### config.mk
export PLATFORM = sky130hd
export DESIGN_NAME = iomem_initiator
export DESIGN_NICKNAME = d
export VERILOG_FILES = /design/src/rtl/iomem_pkg.sv /design/src/rtl/iomem_initiator.sv
export SDC_FILE = /design/constraint.sdc
export NUM_CORES = 1
export LEC_CHECK = 0
export BUFFER_PORTS_ARGS = -buffer_cell sky130_fd_sc_hd__buf_2
export CORE_UTILIZATION = 40
export CTS_BUF_LIST = sky130_fd_sc_hd__clkbuf_8
export CTS_CLUSTER_SIZE = 12
export DETAILED_ROUTE_END_ITERATION = 12
export PLACE_DENSITY = 0.72
export SETUP_SLACK_MARGIN = 0.1
export SLEW_MARGIN = 20
export SYNTH_ARGS = -nofsm -noshare
export SYNTH_HDL_FRONTEND = slang
export SYNTH_SLANG_ARGS = --single-unit
### constraint.sdc
create_clock -name clk -period 2.8 [get_ports clk]
set_input_delay 0.28 -clock clk [delete_from_list [all_inputs] [get_ports clk]]
set_output_delay 0.28 -clock clk [all_outputs]
set_load 0.1 [all_outputs]
### src/rtl/iomem_pkg.sv
// Shared definitions for the iomem initiator: FSM state encoding, bus widths
// and the address region decoded by GPIO-style responders.
package iomem_pkg;

  localparam int ADDR_W = 32;
  localparam int DATA_W = 32;
  localparam int STRB_W = 4;

  // Top address byte selecting the GPIO responder region.
  localparam logic [7:0] IOMEM_GPIO_REGION = 8'h03;

  typedef enum logic [1:0] {
    ST_IDLE = 2'd0,
    ST_BUS  = 2'd1,
    ST_RESP = 2'd2
  } state_e;

  // True when an address falls inside the GPIO region.
  function automatic logic is_gpio_region(input logic [ADDR_W-1:0] addr);
    return addr[ADDR_W-1 -: 8] == IOMEM_GPIO_REGION;
  endfunction

endpackage

### src/rtl/iomem_initiator.sv
// Single-outstanding command -> iomem bus initiator with a response channel
// and a per-transaction timeout on the bus phase.
//
// Handshakes: a transfer happens on a rising edge where valid and ready are
// both high. cmd_valid/cmd_ready and rsp_valid/rsp_ready follow this rule;
// once rsp_valid rises, rsp_rdata/rsp_err hold until the response transfers.
// On the bus side, iomem_valid stays high with stable addr/wdata/wstrb until
// iomem_ready is sampled high or the timeout expires.
module iomem_initiator
  import iomem_pkg::*;
#(
  parameter int TIMEOUT = 255
) (
  input  logic              clk,
  input  logic              resetn,

  input  logic              cmd_valid,
  output logic              cmd_ready,
  input  logic [ADDR_W-1:0] cmd_addr,
  input  logic [DATA_W-1:0] cmd_wdata,
  input  logic [STRB_W-1:0] cmd_wstrb,

  output logic              rsp_valid,
  input  logic              rsp_ready,
  output logic [DATA_W-1:0] rsp_rdata,
  output logic              rsp_err,

  output logic              iomem_valid,
  input  logic              iomem_ready,
  output logic [ADDR_W-1:0] iomem_addr,
  output logic [DATA_W-1:0] iomem_wdata,
  output logic [STRB_W-1:0] iomem_wstrb,
  input  logic [DATA_W-1:0] iomem_rdata,

  output logic              busy,
  output logic [1:0]        state_dbg
);

  // Timer holds the number of completed bus cycles; one extra bit of range
  // keeps TIMEOUT itself representable. A zero TIMEOUT still needs 1 bit.
  localparam int TW = (TIMEOUT > 0) ? $clog2(TIMEOUT + 1) : 1;
  localparam logic [TW-1:0] TIMER_LAST = (TIMEOUT > 0) ? TW'(TIMEOUT - 1) : '0;
  localparam logic          TIMER_ON   = (TIMEOUT > 0);

  state_e            state_q;
  logic [TW-1:0]     timer_q;
  logic              iomem_valid_q;
  logic [ADDR_W-1:0] iomem_addr_q;
  logic [DATA_W-1:0] iomem_wdata_q;
  logic [STRB_W-1:0] iomem_wstrb_q;
  logic              rsp_valid_q;
  logic [DATA_W-1:0] rsp_rdata_q;
  logic              rsp_err_q;
  logic              timer_expired_d;

  // The current cycle is the TIMEOUT-th bus cycle; expiry is taken at its end.
  always_comb begin
    timer_expired_d = TIMER_ON && (timer_q == TIMER_LAST);
  end

  // Transaction FSM with timer and all registered outputs.
  always_ff @(posedge clk) begin
    if (!resetn) begin
      state_q       <= ST_IDLE;
      timer_q       <= '0;
      iomem_valid_q <= 1'b0;
      iomem_addr_q  <= '0;
      iomem_wdata_q <= '0;
      iomem_wstrb_q <= '0;
      rsp_valid_q   <= 1'b0;
      rsp_rdata_q   <= '0;
      rsp_err_q     <= 1'b0;
    end else begin
      case (state_q)
        ST_IDLE: begin
          if (cmd_valid) begin
            iomem_addr_q  <= cmd_addr;
            iomem_wdata_q <= cmd_wdata;
            iomem_wstrb_q <= cmd_wstrb;
            iomem_valid_q <= 1'b1;
            timer_q       <= '0;
            state_q       <= ST_BUS;
          end
        end
        ST_BUS: begin
          if (iomem_ready) begin
            // Completion beats a simultaneous expiry.
            rsp_rdata_q   <= iomem_rdata;
            rsp_err_q     <= 1'b0;
            rsp_valid_q   <= 1'b1;
            iomem_valid_q <= 1'b0;
            state_q       <= ST_RESP;
          end else if (timer_expired_d) begin
            rsp_rdata_q   <= '0;
            rsp_err_q     <= 1'b1;
            rsp_valid_q   <= 1'b1;
            iomem_valid_q <= 1'b0;
            state_q       <= ST_RESP;
          end else if (timer_q != '1) begin
            timer_q <= timer_q + TW'(1);
          end
        end
        ST_RESP: begin
          if (rsp_ready) begin
            rsp_valid_q <= 1'b0;
            state_q     <= ST_IDLE;
          end
        end
        default: begin
          state_q <= ST_IDLE;
        end
      endcase
    end
  end

  // Output mapping; cmd_ready is combinational and held low during reset.
  always_comb begin
    cmd_ready   = (state_q == ST_IDLE) && resetn;
    busy        = (state_q != ST_IDLE);
    state_dbg   = state_q;
    iomem_valid = iomem_valid_q;
    iomem_addr  = iomem_addr_q;
    iomem_wdata = iomem_wdata_q;
    iomem_wstrb = iomem_wstrb_q;
    rsp_valid   = rsp_valid_q;
    rsp_rdata   = rsp_rdata_q;
    rsp_err     = rsp_err_q;
  end

endmodule

==> summary.txt <==
Outcome
  • Status: finished, final reports clean

Timing
  • Setup TNS Final: 0 ps
  • Fmax: roughly 440 MHz
  • Final hold vios: 0
  • Worst Skew: around 8.6 ps
  • Max-slew violations: 0
  • Tcrit/Tclk final: between 80% and 90%
  • Fin crit period: 2260 ps
  • Worst Tran Pin Value: around 580 ps
  • Endpoints failing setup: 0
  • RSZ-0062 raised after global routing: no
  • Smallest hold slack: roughly 100 ps
  • Slew headroom: about three fifths

Yosys
  • Synth Register Bits: ~110
  • Synth unique cells: 32
  • Xor/xnor share of the synthesized area: 0%
  • Proportion of synthesized area in mux cells: less than 1%
  • Simple-gate share of the synthesized area: between 20% and 30%
  • Syn avg cell area: 7.91 um^2
  • Leading post-synthesis cells by cell area: dfxtp_1 54%, nand2_1 15%, a21oi_1 13%, clkbuf_1 2.8%, o21ai_0 2.3%
  • Mapped Area: between 4000 and 5000 um^2
  • Syn nets: between 600 and 700
  • Largest family of logic cells by synthesized area: simple AND/OR/NAND/NOR gates
  • Cell type with the largest total area after synthesis: dfxtp_1
  • Gate Count Post-Synth: ~530
  • Seq/Total Area, Yosys: around 54%
  • Synth Area in Compound Gates: about a fifth
  • Synth Warn #: 0
  • Post-Synth Adder-Cell Area: less than 1%
  • Area fraction of the dominant cell type after synthesis: 54.4%

Critical path
  • CP max stage cell: or4_1
  • Worst endpoint data arrival time: 2590 ps
  • CP peak stage delay: between 500 and 600 ps
  • Crit path required time: ~3100 ps
  • Crit path max fanout: 14
  • CP Launch Point: timer_q[0]
  • Crit end category: flip-flop
  • R2R Setup Slk: 540 ps
  • CP top delay family: compound AO/OA/AOI/OAI gates
  • Buf/Inv on CP: 1
  • WS Path Type: flip-flop to flip-flop
  • Worst-path cell chain: inv_1, ha_1, o211a_1, a211o_1, or4_1, a31oi_1
  • FF-to-FF Start: timer_q[0]
  • Startpoint types: flip-flop

CTS
  • Clock Latency Late Sink: 410 ps
  • Longest Clk Path Bufs: 2
  • Post-CTS sizing: 0
  • Clk sinks: 113
  • Setup bufs post-CTS: 0
  • TritonCTS clock tree: built
  • CTS Root Cell: clkbuf_8
  • Worst-path clk slew: around 70 ps
  • CTS Buf Count: 17
  • H-tree levels: 4
  • Hold Buf Count CTS: 0

Worst hold path
  • HP Start: iomem_rdata[3]
  • Hold WC Path Type: input pin to flip-flop

Detailed routing
  • DRC: 0
  • DR vias: between 4000 and 5000
  • DR vias/cell: around 5
  • WL/cell: 12.6 um
  • Detailed-route wire length: 11000 um
  • Final ANT Viol Nets: 0
  • Initial drt markers: roughly 200
  • Drt pass-1 iters: 6

Pwr
  • Combinational group share of total power: about a quarter
  • Internal: ~2.9 mW
  • Clock share of power: between 30% and 40%
  • Seq pwr share: between 30 and 40%
  • Lkg Pwr: ~2.6 nW
  • Final Power: 4.48 mW
  • PwrDens: slightly below 800 nW/um^2
  • Sw Share: ~34%
  • VDD IR max: roughly 500 uV
  • Switching power of the nets: 1.53 mW

Floorplanning
  • Placeable Area: 9910 um^2
  • Die span in x: between 100 and 150 um
  • # rows: 36
  • Die span in y: 104 um
  • Die area: ~11000 um^2
  • Initial core utilization: a little over two fifths
  • Top Ports: 212

Finish
  • Most frequent cells in the layout: 211 x buf_2, 169 x nand2_1, 113 x dfxtp_1
  • Cell Count, Final, Fillers Out: approximately 870
  • Count of nets after finishing: just over 800
  • Most common cell after layout, fill and taps aside: buf_2
  • Antenna Cells: 0
  • Area Growth Syn to Fin: 38.1%
  • Fillers: approximately 940
  • Final Util: between 50% and 60%
  • Layout cell share with drive strength beyond 1: 34.2%

Job
  • Maxcap violations: 0

Place
  • Inst Count DP: between 800 and 900
  • Hpwl dp: about 7600 um
  • GP Congestion: 0.840
  • # port buffers: between 200 and 250

GRT
  • Grt ovf: 0
  • Initial antenna violation count: 1
  • All-Layer GR Usage: just over 20%
  • Pin count of the biggest net entering global routing: 57
  • First-pass GRT wire length: between 15000 and 20000 um
  • Vias in the first global route: 4042
-- logic make-up after synthesis --
logic type | after synthesis
compound gates | 152
fa+ha+maj | 2
buf+inv | 47
simple gates | 210
flops | 113
mux | 1
-- cell usage after synthesis --
cell and count:
nor3_1 2, or2_0 1, a211o_1 1, nor3b_1 1, buf_2 9, o21ai_1 16
ha_1 2, nor2_1 8, a41oi_2 1, nor2b_1 1, or3_1 3, dfxtp_1 113
o211ai_1 2, or2_1 2, inv_1 6, a21oi_1 104, and2_1 3, a2111oi_0 1
a31oi_1 4, clkbuf_1 31, o21a_1 2, nand3_1 11, mux2i_1 1, buf_6 1
nand4_1 5, nand2b_1 1, nand2_1 169, and4_1 1, o21ai_0 19, o211a_1 1
o31ai_1 1, or4_1 2
-- power groups by stage --
| stage | Combinational, mW | Clock, mW | Sequential [mW] |
|---|---|---|---|
| 2_1_floorplan | 0.227 | 0 | 2.38 |
| 3_3_place_gp | 1.04 | 0 | 1.77 |
| 3_5_place_dp | 1.05 | 0 | 1.77 |
| 4_1_cts | 1.05 | 1.73 | 1.74 |
| 5_1_grt | 1.10 | 1.82 | 1.75 |
| 6_report | 1.05 | 1.69 | 1.74 |
-- state kept, by name (all words and copies together), names as in the netlist --
name         flops
iomem_wdata     32
rsp_err          1
timer_q          8
state_dbg        2
rsp_valid        1
iomem_wstrb      4
rsp_rdata       32
iomem_addr      32
iomem_valid      1
-- through the flow --
step | setup WS, ps | instance area (um^2)
final | 540 | 5740
after global routing | 458 | 5740
after CTS | 579 | 5740
after detailed placement | 616 | 5290
after global placement | 706 | 5290
after floorplan | 167 | 4160
-- worst paths after layout --
kind	end	cells after the start
worst max-delay path	timer_q[7]	6
worst min-delay path	rsp_rdata[3]	3
worst max register to register	timer_q[7]	6
worst min register to register	iomem_addr[15]	2
-- worst min-delay path: cells and delay by family --
kind | cells | cell delay [ps]
buffers and inverters | 1 | 90
AOI/OAI and AO/OA | 1 | 50
and+or+nand+nor | 1 | 40
-- area by class of cell --
class                      count  area [um^2]  area share (%)
sequential                   113         2260            39.4
tap                          133          166            2.90
clock buffer                  18          248            4.32
inverter                       6         23.8           0.414
clock inverter                14          198            3.44
multi-input combinational    365         1710            29.8
timing repair buffer         218         1130            19.8
-- layer usage --
metal | wire, um | GRT usage, % | up-vias
li1 | - | - | 2143
met1 | 4530 | 21.9 | 1932
met2 | 5590 | 36.1 | 147
met3 | 730 | 7.02 | 14
met4 | 123 | 8.98 | 0
met5 | 0 | 0 | -
(Power assumes the default switching activity.)
